### src/rtl/press_pkg.sv
// ============================================================================
// Module  : press_pkg
// Purpose : State encoding and counter sizing shared by press_classifier.
// Rev     : 1.0
// ============================================================================
`default_nettype none

package press_pkg;

    localparam logic [2:0] c_st_idle   = 3'd0;
    localparam logic [2:0] c_st_press1 = 3'd1;
    localparam logic [2:0] c_st_gap    = 3'd2;
    localparam logic [2:0] c_st_press2 = 3'd3;
    localparam logic [2:0] c_st_held   = 3'd4;

    function automatic int cnt_width(input int long_cyc, input int gap_cyc);
        int max_cyc;
        max_cyc = (long_cyc > gap_cyc) ? long_cyc : gap_cyc;
        return $clog2(max_cyc);
    endfunction

endpackage

`default_nettype wire

### src/rtl/press_classifier.sv
// ============================================================================
// Module  : press_classifier
// Purpose : Classifies a debounced button level into short, long and double
//           press pulses.
// Rev     : 1.0
// ============================================================================
`default_nettype none

module press_classifier
    import press_pkg::*;
#(
    parameter int LONG_CYC = 50000000,
    parameter int GAP_CYC  = 12500000
) (
    input  logic clock,
    input  logic reset,
    input  logic in,
    output logic short_press,
    output logic long_press,
    output logic double_press,
    output logic busy
);

    localparam int                 c_cnt_w     = cnt_width(LONG_CYC, GAP_CYC);
    localparam logic [c_cnt_w-1:0] c_long_last = c_cnt_w'(LONG_CYC - 1);
    localparam logic [c_cnt_w-1:0] c_gap_last  = c_cnt_w'(GAP_CYC - 1);
    localparam logic [c_cnt_w-1:0] c_cnt_max   = {c_cnt_w{1'b1}};

    logic [2:0]         r_state;
    logic [c_cnt_w-1:0] r_cnt;
    logic               r_in_d;
    logic               r_short;
    logic               r_long;
    logic               r_double;
    logic               r_busy;

    logic [2:0]         w_state_nxt;
    logic [c_cnt_w-1:0] w_cnt_nxt;
    logic               w_rise;
    logic               w_fall;
    logic               w_short_nxt;
    logic               w_long_nxt;
    logic               w_double_nxt;

    assign w_rise = in & ~r_in_d;
    assign w_fall = ~in & r_in_d;

    always_comb begin
        w_state_nxt  = r_state;
        w_short_nxt  = 1'b0;
        w_long_nxt   = 1'b0;
        w_double_nxt = 1'b0;
        case (r_state)
            c_st_idle: begin
                if (w_rise) w_state_nxt = c_st_press1;
            end
            c_st_press1: begin
                if (w_fall) begin
                    w_state_nxt = c_st_gap;
                end else if (in && (r_cnt == c_long_last)) begin
                    w_state_nxt = c_st_held;
                    w_long_nxt  = 1'b1;
                end
            end
            c_st_gap: begin
                // A re-press wins over gap expiry on the same edge.
                if (w_rise) begin
                    w_state_nxt = c_st_press2;
                end else if (!in && (r_cnt == c_gap_last)) begin
                    w_state_nxt = c_st_idle;
                    w_short_nxt = 1'b1;
                end
            end
            c_st_press2: begin
                if (w_fall) begin
                    w_state_nxt  = c_st_idle;
                    w_double_nxt = 1'b1;
                end else if (in && (r_cnt == c_long_last)) begin
                    w_state_nxt = c_st_held;
                    w_long_nxt  = 1'b1;
                end
            end
            c_st_held: begin
                if (w_fall) w_state_nxt = c_st_idle;
            end
            default: w_state_nxt = c_st_idle;
        endcase
    end

    // Counter restarts on any state change and saturates rather than wrapping.
    always_comb begin
        w_cnt_nxt = r_cnt;
        if (w_state_nxt != r_state) begin
            w_cnt_nxt = '0;
        end else if (r_cnt != c_cnt_max) begin
            w_cnt_nxt = r_cnt + 1'b1;
        end
    end

    // in_d resets high so a button held through reset release is not a rise.
    always_ff @(posedge clock or negedge reset) begin
        if (!reset) begin
            r_state  <= c_st_idle;
            r_cnt    <= '0;
            r_in_d   <= 1'b1;
            r_short  <= 1'b0;
            r_long   <= 1'b0;
            r_double <= 1'b0;
            r_busy   <= 1'b0;
        end else begin
            r_state  <= w_state_nxt;
            r_cnt    <= w_cnt_nxt;
            r_in_d   <= in;
            r_short  <= w_short_nxt;
            r_long   <= w_long_nxt;
            r_double <= w_double_nxt;
            r_busy   <= (w_state_nxt != c_st_idle);
        end
    end

    assign short_press  = r_short;
    assign long_press   = r_long;
    assign double_press = r_double;
    assign busy         = r_busy;

endmodule

`default_nettype wire

### config.mk
export PLATFORM = sky130hd
export DESIGN_NAME = press_classifier
export DESIGN_NICKNAME = d
export VERILOG_FILES = /design/src/rtl/press_pkg.sv /design/src/rtl/press_classifier.sv
export SDC_FILE = /design/constraint.sdc
export NUM_CORES = 1
export LEC_CHECK = 0
export BUFFER_PORTS_ARGS = -buffer_cell sky130_fd_sc_hd__buf_2
export CORE_MARGIN = 2
export CORE_UTILIZATION = 45
export CTS_CLUSTER_DIAMETER = 150
export DETAILED_ROUTE_END_ITERATION = 10
export SLEW_MARGIN = 0
export SYNTH_ARGS = -nofsm -noshare
export SYNTH_HDL_FRONTEND = slang
export SYNTH_SLANG_ARGS = --single-unit
### constraint.sdc
create_clock -name clock -period 3.6 [get_ports clock]
set_input_delay 0.54 -clock clock [delete_from_list [all_inputs] [get_ports clock]]
set_output_delay 0.54 -clock clock [all_outputs]
set_load 0.02 [all_outputs]
==> results of run 1 <==
-- worst paths after layout --
check | start | endpoint | cells after the start
min in group clock | in | r_in_d | 1
worst min-delay path | reset | r_cnt[0] | 1
worst max-delay path | r_cnt[24] | r_cnt[20] | 6
worst max register to register | r_cnt[24] | r_cnt[20] | 6
worst min register to register | r_cnt[23] | r_cnt[23] | 2
max in group asynchronous | reset | r_cnt[24] | 1
-- placed cells by master (no fill, tap or decap), types with 5 or more instances in the layout --
cell type,n
sky130_fd_sc_hd__xor2_1,6
sky130_fd_sc_hd__inv_1,6
sky130_fd_sc_hd__nor2_1,17
sky130_fd_sc_hd__o21ai_0,8
sky130_fd_sc_hd__buf_2,6
sky130_fd_sc_hd__nand4_1,10
sky130_fd_sc_hd__nand3_1,12
sky130_fd_sc_hd__a21oi_1,9
sky130_fd_sc_hd__nand2_1,14
sky130_fd_sc_hd__nor4_1,8
sky130_fd_sc_hd__nor3_1,13
sky130_fd_sc_hd__and3_1,8
sky130_fd_sc_hd__dfrtp_1,33
sky130_fd_sc_hd__clkbuf_8,5
sky130_fd_sc_hd__xnor2_1,5
sky130_fd_sc_hd__a31oi_1,7
sky130_fd_sc_hd__a211oi_1,7
-- Yosys cell counts, types with 2 or more instances --
library cell / n / area, µm²
sky130_fd_sc_hd__dfrtp_1: 33 / 825.8
sky130_fd_sc_hd__nor2_1: 17 / 63.81
sky130_fd_sc_hd__nand2_1: 14 / 52.55
sky130_fd_sc_hd__nor3_1: 13 / 65.06
sky130_fd_sc_hd__nand3_1: 12 / 60.06
sky130_fd_sc_hd__nand4_1: 10 / 62.56
sky130_fd_sc_hd__a21oi_1: 9 / 45.04
sky130_fd_sc_hd__and3_1: 8 / 50.05
sky130_fd_sc_hd__nor4_1: 8 / 50.05
sky130_fd_sc_hd__o21ai_0: 8 / 40.04
sky130_fd_sc_hd__a211oi_1: 7 / 52.55
sky130_fd_sc_hd__a31oi_1: 7 / 43.79
sky130_fd_sc_hd__inv_1: 6 / 22.52
sky130_fd_sc_hd__xor2_1: 6 / 52.55
sky130_fd_sc_hd__clkbuf_1: 5 / 18.77
sky130_fd_sc_hd__xnor2_1: 5 / 43.79
sky130_fd_sc_hd__and4_1: 4 / 35.03
sky130_fd_sc_hd__or3_1: 4 / 25.02
sky130_fd_sc_hd__and2_1: 3 / 18.77
sky130_fd_sc_hd__buf_6: 3 / 33.78
sky130_fd_sc_hd__nor2b_1: 3 / 18.77
sky130_fd_sc_hd__o31ai_1: 3 / 22.52
sky130_fd_sc_hd__a41oi_1: 2 / 17.52
sky130_fd_sc_hd__mux2i_1: 2 / 20.02
sky130_fd_sc_hd__nand2b_1: 2 / 12.51
sky130_fd_sc_hd__or4_1: 2 / 15.01
sky130_fd_sc_hd__or4b_1: 2 / 20.02
-- logic make-up (layout without fill, tap and decap cells) --
| kind of cell | after synthesis | in the layout | synth area share |
|---|---|---|---|
| AO/OA/AOI/OAI | 45 | 45 | 0.1498 |
| multiplexers | 2 | 2 | 0.009908 |
| XOR/XNOR | 11 | 11 | 0.04768 |
| buffers and inverters | 15 | 23 | 0.03963 |
| flip-flops | 34 | 34 | 0.4217 |
| AND/OR/NAND/NOR | 111 | 111 | 0.3251 |
| adder cells (fa/ha/maj) | 1 | 1 | 0.006191 |
-- cell type report --
| class | count | area (µm²) |
|---|---|---|
| Sequential cell | 34 | 852.1 |
| Fill cell | 425 | 2193 |
| Tap cell | 52 | 65.06 |
| Inverter | 6 | 22.52 |
| Clock buffer | 8 | 80.08 |
| Multi-Input combinational cell | 170 | 1089 |
| Timing Repair Buffer | 9 | 52.55 |
-- critical path, delay by kind of cell (launching register included) --
family | cells | cell delay, ps
flip-flops | 1 | 450
AND/OR/NAND/NOR | 3 | 1090
AO/OA/AOI/OAI | 2 | 520
buffers and inverters | 1 | 250
-- power by group --
group	switching (mW)	leakage [nW]	internal (mW)
clock	0.135	0.0395	0.137
sequential	0.0452	0.460	0.414
combinational	0.0966	0.347	0.0570
-- routing by layer --
metal  up-vias  track usage
li1        852            -
met1       873       0.2747
met2        45       0.3396
met3         6      0.04843
met4         0      0.06289
met5         -            0
-- sequential cells by signal, summed over array words and instances, names as in the netlist --
register,flops
short_press,1
busy,1
double_press,1
r_in_d,1
r_state,3
long_press,1
r_cnt,26
-- metrics by stage --
stage	power (mW)	std cells	setup slack, ps	utilization
after CTS	0.8912	279	1167	0.4963
final	0.8859	279	1159	0.4963
after floorplan	0.5728	219	1396	-
after global routing	0.9347	279	945.6	0.4963
after detailed placement	0.6173	271	1122	0.4779
after global placement	0.6122	271	1197	0.4779
==> results.rst, run 1 <==
.. list-table::
   :header-rows: 1

   * - Metric
     - Value
   * - Post-synthesis average cell area
     - 9.227 µm²
   * - First-pass detailed-route iteration total
     - 4
   * - Total of flip-flops plus latches after synthesis
     - 34
   * - Layout overhead on the synthesized area
     - 6.935%
   * - Number of sinks handled by clock tree synthesis
     - 34
   * - Initial cell density of the core
     - 0.4641
   * - Clk slew on worst S/H paths
     - approximately 70 ps
   * - Worst EP required
     - about 3800 ps
   * - Syn Nets
     - 223
   * - Most used flip-flop cell after synthesis
     - sky130_fd_sc_hd__dfrtp_1
   * - CTS Buf Count
     - 5
   * - Sequential area share after synthesis
     - 0.4217
   * - Maximum achievable frequency
     - between 400 and 500 MHz
   * - Crit share post-route
     - 0.6781
   * - Tightest Pin Transition
     - between 900 and 1000 ps
   * - CTS Root Buffer Type
     - sky130_fd_sc_hd__clkbuf_8
   * - Number of enable flip-flop cells after synthesis
     - 0
   * - Total Die Area
     - between 5000 and 6000 µm²
   * - Input/output buffers
     - 6
   * - Vert. Die Dim
     - between 70 and 80 µm
   * - Layout Cell Area excl Fill
     - about 2200 µm²
   * - Number of antenna cells inserted
     - 0
   * - Outcome
     - completed
   * - Crit path cell chain
     - nand4bb_1 > nor4_1 > a41oi_1 > a211oi_2 > buf_4 > nor4_1
   * - Placer congestion estimate
     - 0.8642
   * - Classification of the worst-slack hold path
     - in -> async
   * - Number of global-route vias before repair
     - roughly 1700
   * - Crit path time final
     - approximately 2400 ps
   * - Worst hold slack
     - 324.6 ps
   * - Fraction of layout instances using a drive strength above 1
     - 0.09251
   * - CTS tree
     - built
   * - Number of failing hold endpoints at the final stage
     - 0
   * - RSZ-0062 raised after global routing
     - false
   * - Most frequent CP cell
     - sky130_fd_sc_hd__nor4_1
   * - Top Metal Used
     - met4
   * - Aggregate routed wire length
     - ~4800 µm
   * - Vias
     - ~1800
   * - Path type of the worst setup path
     - reg -> reg
   * - Number of distinct library cells after synthesis
     - 48
   * - Proportion of register bits with asynchronous set or reset after synthesis
     - 1.000
   * - Number of slew-limit violations in the final report
     - 0
   * - Wire length on met2
     - 2261 µm
   * - Number of vias per cell
     - 6.366
   * - Area after DPL
     - ~2100 µm²
   * - Power per cell area
     - just over 400 nW/µm²
   * - Maximum root-to-sink buffer count
     - 2
   * - DRC errors left
     - 0
   * - WL per Instance
     - about 17 µm
   * - Relative max-transition margin
     - 0.3682
   * - Synthesized netlist cell count
     - between 200 and 250
   * - Category of the worst setup path launch point
     - register
   * - Post-synthesis instance area
     - 2021 µm²
   * - Number of hold buffers added after CTS
     - 0
   * - Floorplan row count
     - 24
   * - Count of max-cap constraint violations
     - 0
   * - Core region area
     - about 4400 µm²
   * - Number of gates resized after CTS
     - 0
   * - Post-layout nets
     - 230
   * - I/O pin count
     - 7
   * - Post-CTS Repair Setup Buffers
     - 0
   * - Number of design-rule violations left by the first detailed-router iteration
     - just under 100
   * - Clock latency reported for the late side of the worst-skew pair
     - between 200 and 300 ps
   * - CTS H-tree depth
     - 2
   * - Largest stage delay, worst path
     - ~740 ps
   * - Endpoint arrival time on the critical path
     - around 2600 ps
   * - Reg-to-reg slack, setup
     - 1160 ps
   * - Number of nets with antenna violations after routing
     - 0
   * - Number of antenna violations at the first check in global routing
     - 0
   * - Cell type of the slowest stage on the worst timing path
     - sky130_fd_sc_hd__nor4_1
   * - Setup-violating endpoint count in the final report
     - 0
   * - Count of synthesis-stage warnings from yosys
     - 0
   * - Total routing resource utilization after global routing
     - 0.2075
   * - Static Leakage
     - between 0.8 and 0.9 nW
   * - Horizontal die dimension
     - between 70 and 80 µm
   * - Endpoint type of the worst setup path
     - register
   * - Worst-case vdd ir drop
     - ~0.22 mV
   * - Met3 WL
     - about 180 µm
   * - Setup TNS after final layout
     - 0 ps
   * - Post-route clock skew
     - 8.807 ps
   * - Final global-route overflow total
     - 0
   * - Post-DP HPWL
     - 3364 µm
   * - Global-route wire length before repair
     - around 8300 µm
   * - Pin count of the biggest net entering global routing
     - 35
   * - Largest fanout on the critical path
     - 15
   * - WL met1
     - 2258 µm
Note: power is estimated with default switching activity, not from simulation.
==> inputs of run 2 (changes only) <==
ABC_AREA = 1   (was unset)
clock period = 2.4 ns   (was 3.6 ns; I/O delays follow)
==> run 2 against run 1 <==
Net effect: design area is 15% higher; first-iteration DRC count is 16% higher; clock skew is 3.6 ps lower; total power is 74% higher; critical path type unchanged; critical endpoint is now r_cnt[23].
==> results.rst, run 2 <==
.. list-table::
   :header-rows: 1

   * - Metric
     - Value
   * - Outcome
     - completed
   * - Horizontal die dimension
     - 76.03 µm (+7.1%)
   * - Vert. Die Dim
     - 76.03 µm (+7.1%)
   * - Top Metal Used
     - met4
   * - Worst hold slack
     - 125.9 ps (-198.8 ps)
   * - Post-layout nets
     - 327 (+42%)
   * - Number of slew-limit violations in the final report
     - 0 (unchanged)
   * - Top library cells by usage in the layout, fill and taps aside
     - sky130_fd_sc_hd__nand2_1, sky130_fd_sc_hd__inv_1, sky130_fd_sc_hd__nor2_1
   * - Worst EP required
     - 2560 ps (-1200 ps)
   * - Post-synthesis instance area
     - 2335 µm² (+16%)
   * - Setup-violating endpoint count in the final report
     - 0 (unchanged)
   * - Most flops, register
     - r_cnt
   * - Pin count of the biggest net entering global routing
     - 35 (unchanged)
   * - Critical R2R Capture
     - r_cnt[23]
   * - Layout Cell Area excl Fill
     - 2492 µm² (+15%)
   * - List of most frequent post-synthesis cells
     - sky130_fd_sc_hd__nand2_1, sky130_fd_sc_hd__inv_1, sky130_fd_sc_hd__nor2_1, sky130_fd_sc_hd__dfrtp_1, sky130_fd_sc_hd__nand3_1
   * - Most used flip-flop cell after synthesis
     - sky130_fd_sc_hd__dfrtp_1
   * - Maximum achievable frequency
     - 458.8 MHz (+12%)
   * - Reg-to-reg slack, setup
     - 220 ps (-940 ps)
   * - CTS tree
     - built
   * - Placer congestion estimate
     - 0.9056 (+4.8%)
   * - Path type of the worst setup path
     - reg -> reg
   * - RSZ-0062 raised after global routing
     - false
   * - Aggregate routed wire length
     - 5011 µm (+5.3%)
   * - Number of antenna violations at the first check in global routing
     - 0 (unchanged)
   * - Crit share post-route
     - 0.9081 (+0.2300)
   * - Dominant cells by area after synthesis
     - sky130_fd_sc_hd__dfrtp_1, sky130_fd_sc_hd__nand2_1, sky130_fd_sc_hd__nor2_4, sky130_fd_sc_hd__inv_1, sky130_fd_sc_hd__nor2_1
   * - Syn Nets
     - 319 (+43%)
   * - Number of gates resized after CTS
     - 0 (unchanged)
   * - Global-route wire length before repair
     - 9025 µm (+8.8%)
   * - Cell count of the worst reg-to-reg path
     - 12 (+6)
   * - Input/output buffers
     - 6 (unchanged)
   * - Crit path time final
     - 2180 ps (-261.6 ps)
   * - Classification of the worst-slack hold path
     - in -> async
   * - Clock latency reported for the late side of the worst-skew pair
     - 290 ps (about the same)
   * - Worst-case vdd ir drop
     - 0.2847 mV (+32%)
   * - Vias
     - 1971 (+11%)
   * - Fraction of layout instances using a drive strength above 1
     - 0.1883 (+0.09576)
   * - Initial cell density of the core
     - 0.4630 (-0.001053)
   * - Endpoint arrival time on the critical path
     - 2340 ps (-260 ps)
   * - Number of design-rule violations left by the first detailed-router iteration
     - 114 (+16%)
   * - Total power
     - 1.542 mW (+74%)
   * - Crit Reg-Reg Startpoint
     - r_cnt[0]
   * - Number of flip-flops in the largest register
     - 26 (unchanged)
   * - Wire length on met2
     - 2291 µm (+1.3%)
   * - Category of the worst setup path launch point
     - register
   * - Post-route clock skew
     - 5.160 ps (-3.647 ps)
   * - Relative max-transition margin
     - 0.5131 (+0.1448)
   * - Power per cell area
     - 618.9 nW/µm² (+51%)
   * - Post-CTS Repair Setup Buffers
     - 0 (unchanged)
   * - Number of enable flip-flop cells after synthesis
     - 0 (unchanged)
   * - Core region area
     - 5042 µm² (+16%)
   * - Endpoint type of the worst setup path
     - register
   * - Setup TNS after final layout
     - 0 ps (unchanged)
   * - Number of placed instances, taps included
     - 386 (+42%)
   * - Total of flip-flops plus latches after synthesis
     - 34 (unchanged)
   * - Clk slew on worst S/H paths
     - 70 ps (about the same)
   * - Post-DP HPWL
     - 3891 µm (+16%)
   * - CTS Root Buffer Type
     - sky130_fd_sc_hd__clkbuf_8
   * - Sequential area share after synthesis
     - 0.3650 (-0.05672)
   * - Final worst slack
     - 220.5 ps (-938.4 ps)
   * - Post-synthesis average cell area
     - 7.412 µm² (-20%)
   * - Largest fanout on the critical path
     - 25 (+10)
   * - Total routing resource utilization after global routing
     - 0.1949 (-0.01261)
   * - Maximum root-to-sink buffer count
     - 2 (unchanged)
   * - Biggest area consumer among synthesized cells
     - sky130_fd_sc_hd__dfrtp_1
   * - Layout overhead on the synthesized area
     - 6.752%
   * - Tightest Pin Transition
     - 730.4 ps (-208.6 ps)
   * - Number of vias per cell
     - 5.003 (-21%)
   * - Met3 WL
     - 180 µm (-0.55%)
   * - Number of failing hold endpoints at the final stage
     - 0 (unchanged)
   * - CTS H-tree depth
     - 2 (unchanged)
   * - CTS Buf Count
     - 5 (unchanged)
   * - Final cell utilization of the core
     - 0.4943 (-0.001971)
   * - Portion of synthesized cell area occupied by the leading cell type
     - 0.3537 (-0.05497)
   * - Number of distinct library cells after synthesis
     - 32 (-33%)
   * - Total Die Area
     - 5781 µm² (+15%)
   * - Number of sinks handled by clock tree synthesis
     - 34 (unchanged)
   * - Number of hold buffers added after CTS
     - 0 (unchanged)
   * - Most frequent cell after synthesis
     - sky130_fd_sc_hd__nand2_1
   * - WL met1
     - 2481 µm (+9.9%)
   * - First-pass detailed-route iteration total
     - 4 (unchanged)
   * - Largest registers
     - r_cnt x26, r_state x3
   * - Count of max-cap constraint violations
     - 0 (unchanged)
   * - Most common cell after layout, fill and taps aside
     - sky130_fd_sc_hd__nand2_1
   * - Number of antenna cells inserted
     - 0 (unchanged)
   * - Final global-route overflow total
     - 0 (unchanged)
   * - WL per Instance
     - 12.72 µm (-25%)
   * - Number of global-route vias before repair
     - 1895 (+10%)
   * - Number of inserted filler cells in the final layout
     - 533 (+25%)
   * - Count of synthesis-stage warnings from yosys
     - 0 (unchanged)
   * - I/O pin count
     - 7 (unchanged)
   * - Number of nets with antenna violations after routing
     - 0 (unchanged)
   * - Non-filler cells, final
     - 394 (+41%)
   * - Static Leakage
     - 1.022 nW (+21%)
   * - Synthesized netlist cell count
     - 315 (+44%)
   * - Area after DPL
     - 2401 µm² (+15%)
   * - Post-Place Worst Slack
     - 247.4 ps (-874.7 ps)
   * - Proportion of register bits with asynchronous set or reset after synthesis
     - 1.000 (unchanged)
   * - Floorplan row count
     - 26 (+8.3%)
   * - DRC errors left
     - 0 (unchanged)
## run 2: where the power goes
| part | internal (mW) | switching, mW | total (mW) |
|---|---|---|---|
| clock | 0.231 | 0.208 | 0.439 |
| sequential | 0.614 | 0.0290 | 0.643 |
| combinational | 0.104 | 0.356 | 0.460 |
## run 2: logic make-up after synthesis
family,share of synthesized area
AND/OR/NAND/NOR,0.4512
buffers and inverters,0.09271
flip-flops,0.3650
AO/OA/AOI/OAI,0.04394
XOR/XNOR,0.03752
multiplexers,0.004287
adder cells (fa/ha/maj),0.005358
## run 2: worst max path at each step
stage	from	end	slack, ps	cells past startpoint
after detailed placement	r_cnt[0]	r_cnt[21]	250	12
after global routing	r_cnt[0]	r_cnt[23]	3	12
after floorplan	r_cnt[0]	r_cnt[25]	630	13
after global placement	r_cnt[0]	r_cnt[5]	320	12
final	r_cnt[0]	r_cnt[23]	220	12
after CTS	r_cnt[0]	r_cnt[18]	210	12
## run 2: worst max-delay path, cell delays in order (launching register included)
cell and delay, ps:
sky130_fd_sc_hd__dfrtp_1 380, sky130_fd_sc_hd__ha_1 270, sky130_fd_sc_hd__nand3_2 140, sky130_fd_sc_hd__inv_2 130
sky130_fd_sc_hd__nand2_1 70, sky130_fd_sc_hd__nor2_1 130, sky130_fd_sc_hd__nand2_1 100, sky130_fd_sc_hd__nand3_1 100
sky130_fd_sc_hd__nand3_1 80, sky130_fd_sc_hd__nand2_1 70, sky130_fd_sc_hd__nor2_2 60, sky130_fd_sc_hd__nand2_4 410
sky130_fd_sc_hd__nor2_1 100
## run 2: area by class of cell
class	instances	area, µm²	area share
inverters	44	165.2	0.06626
clock buffers	7	86.33	0.03464
clock inverters	1	5.005	0.002008
flip-flops and latches	34	852.1	0.3419
well taps	70	87.58	0.03514
repair buffers	6	30.03	0.01205
multi-input cells	232	1266	0.5080
## run 2: per-layer routing
layer  vias to the layer above  GRT usage
met2                        36     0.3045
met5                         -          0
met4                         0    0.06182
met1                       912     0.2751
met3                         6    0.03673
li1                       1017          -
==> inputs of run 3 (changes only) <==
BUFFER_PORTS_ARGS = unset   (was -buffer_cell sky130_fd_sc_hd__buf_2)
DONT_BUFFER_PORTS = 1   (was unset)
==> run 3 against run 2 <==
Net effect: final cell count is 0.76% lower; design area stayed put; register-to-register slack gained 80 ps; highest routed layer unchanged; largest power group unchanged.
==> results.rst, run 3 (synthesized netlist as in run 2, its figures left out) <==
.. list-table::
   :header-rows: 1

   * - Metric
     - Value
   * - Outcome
     - completed
   * - Global-route wire length before repair
     - 9066 µm (+0.45%)
   * - Vias
     - 1946 (-1.3%)
   * - Floorplan row count
     - 26 (unchanged)
   * - Non-filler cells, final
     - 391 (-0.76%)
   * - I/O pin count
     - 7 (unchanged)
   * - Final worst slack
     - 296.0 ps (+75.52 ps)
   * - Final cell utilization of the core
     - 0.4943 (unchanged)
   * - CTS Root Buffer Type
     - sky130_fd_sc_hd__clkbuf_8
   * - Cell type of the slowest stage on the worst timing path
     - sky130_fd_sc_hd__dfrtp_1
   * - Final global-route overflow total
     - 0 (unchanged)
   * - Number of buffer and inverter stages on the critical path
     - 2 (+1)
   * - CTS Buf Count
     - 5 (unchanged)
   * - Post-layout nets
     - 325 (-0.61%)
   * - Total routing resource utilization after global routing
     - 0.1958 (+0.0008608)
   * - Number of placed instances, taps included
     - 382 (-1.0%)
   * - Number of nets with antenna violations after routing
     - 0 (unchanged)
   * - Top library cells by usage in the layout, fill and taps aside
     - sky130_fd_sc_hd__nand2_1, sky130_fd_sc_hd__inv_1, sky130_fd_sc_hd__nor2_1
   * - Post-CTS Repair Setup Buffers
     - 0 (unchanged)
   * - Initial cell density of the core
     - 0.4630 (unchanged)
   * - DRC errors left
     - 0 (unchanged)
   * - Layout overhead on the synthesized area
     - 6.752% (unchanged)
   * - Power per cell area
     - 613.9 nW/µm² (-0.80%)
   * - Largest stage delay, worst path
     - 380 ps (-30 ps)
   * - Reg-to-reg slack, setup
     - 300 ps (+80 ps)
   * - Top Metal Used
     - met4
   * - Post-route clock skew
     - 7.567 ps (+2.406 ps)
   * - Worst hold slack
     - 68.91 ps (-56.96 ps)
   * - WL met1
     - 2561 µm (+3.2%)
   * - Clk slew on worst S/H paths
     - 60 ps (about the same)
   * - Post-Place Worst Slack
     - 350.2 ps (+102.7 ps)
   * - Launching element of the worst setup path
     - r_cnt[0]
   * - CTS tree
     - built
   * - Most frequent CP cell
     - sky130_fd_sc_hd__nand2_1
   * - Number of gates resized after CTS
     - 0 (unchanged)
   * - Count of max-cap constraint violations
     - 0 (unchanged)
   * - Wire length on met2
     - 2339 µm (+2.1%)
   * - Maximum achievable frequency
     - 475.3 MHz (+3.6%)
   * - Tightest Pin Transition
     - 435.4 ps (-295.0 ps)
   * - WL per Instance
     - 13.14 µm (+3.3%)
   * - Number of global-route vias before repair
     - 1922 (+1.4%)
   * - Endpoint type of the worst setup path
     - register
   * - Core region area
     - 5042 µm² (unchanged)
   * - First-pass detailed-route iteration total
     - 4 (unchanged)
   * - Gate family responsible for the most delay along the worst path
     - simple AND/OR/NAND/NOR gates
   * - CTS H-tree depth
     - 2 (unchanged)
   * - Met3 WL
     - 162 µm (-10%)
   * - Classification of the worst-slack hold path
     - in -> reg
   * - Number of design-rule violations left by the first detailed-router iteration
     - 79 (-31%)
   * - Crit path cell chain
     - ha_1 > nand3_2 > inv_2 > nand2_1 > nor2_1 > nand2_1 > nand3_1 > nand3_1 > nand2_1 > nor2_2 > nand2_4 > buf_4 > nor2_1
   * - Largest registers
     - r_cnt x26, r_state x3
   * - Path type of the worst setup path
     - reg -> reg
   * - Worst EP required
     - 2560 ps (about the same)
   * - Number of flip-flops in the largest register
     - 26 (unchanged)
   * - Number of failing hold endpoints at the final stage
     - 0 (unchanged)
   * - Number of slew-limit violations in the final report
     - 0 (unchanged)
   * - Number of hold buffers added after CTS
     - 2 (+2)
   * - Horizontal die dimension
     - 76.03 µm (unchanged)
   * - Clock latency reported for the late side of the worst-skew pair
     - 280 ps (about the same)
   * - Number of antenna violations at the first check in global routing
     - 0 (unchanged)
   * - Post-DP HPWL
     - 4018 µm (+3.3%)
   * - Total Die Area
     - 5781 µm² (unchanged)
   * - Fraction of layout instances using a drive strength above 1
     - 0.1745 (-0.01382)
   * - RSZ-0062 raised after global routing
     - false
   * - Vert. Die Dim
     - 76.03 µm (unchanged)
   * - Setup-violating endpoint count in the final report
     - 0 (unchanged)
   * - Most flops, register
     - r_cnt
   * - Pin count of the biggest net entering global routing
     - 35 (unchanged)
   * - Worst-case vdd ir drop
     - 0.3429 mV (+20%)
   * - Number of vias per cell
     - 4.977 (-0.51%)
   * - Category of the worst setup path launch point
     - register
   * - Endpoint arrival time on the critical path
     - 2270 ps (-70 ps)
   * - Maximum root-to-sink buffer count
     - 2 (unchanged)
   * - Crit Reg-Reg Startpoint
     - r_cnt[0]
   * - Placer congestion estimate
     - 0.8760 (-3.3%)
   * - Most common cell after layout, fill and taps aside
     - sky130_fd_sc_hd__nand2_1
   * - Input/output buffers
     - 0 (-6)
   * - Number of antenna cells inserted
     - 0 (unchanged)
   * - Number of sinks handled by clock tree synthesis
     - 34 (unchanged)
   * - Setup TNS after final layout
     - 0 ps (unchanged)
   * - Crit share post-route
     - 0.8767 (-0.03147)
   * - Crit path time final
     - 2104 ps (-75.52 ps)
   * - Aggregate routed wire length
     - 5136 µm (+2.5%)
   * - Min-delay src
     - in
   * - Static Leakage
     - 1.007 nW (-1.4%)
   * - Largest fanout on the critical path
     - 14 (-44%)
   * - Relative max-transition margin
     - 0.7097 (+0.1967)
==> run 3: through the flow <==
stage          cell area, µm²  power (mW)
2_1_floorplan            2335       1.102
3_3_place_gp             2386       1.130
3_5_place_dp             2386       1.138
4_1_cts                  2492       1.548
5_1_grt                  2492       1.621
6_report                 2492       1.530
==> run 3: layout make-up <==
type,instances,area [µm²]
clock buffers,7,76.32
fillers,513,2550
inverters,44,165.2
multi-input cells,232,1266
flip-flops and latches,34,852.1
well taps,70,87.58
repair buffers,4,45.04
==> run 3: path summary, 6_finish.rpt <==
path / to / depth (start not counted)
worst max-delay path: r_cnt[18] / 13
worst min-delay path: r_in_d / 0
worst max register to register: r_cnt[18] / 13
worst min register to register: r_cnt[16] / 3
max in group asynchronous: r_in_d / 2
min in group asynchronous: r_cnt[21] / 2
==> run 3: report_power, final <==
group	internal (mW)	switching (mW)	leakage [nW]
sequential	0.615	0.0423	0.462
combinational	0.131	0.353	0.507
clock	0.199	0.189	0.0383
total	0.946	0.584	1.01
==> run 3: per-layer routing <==
| metal | vias to the layer above | global-route usage |
|---|---|---|
| met5 | - | 0 |
| met4 | 0 | 0.06000 |
| met3 | 9 | 0.04502 |
| met2 | 33 | 0.3107 |
| met1 | 890 | 0.2679 |
| li1 | 1014 | - |
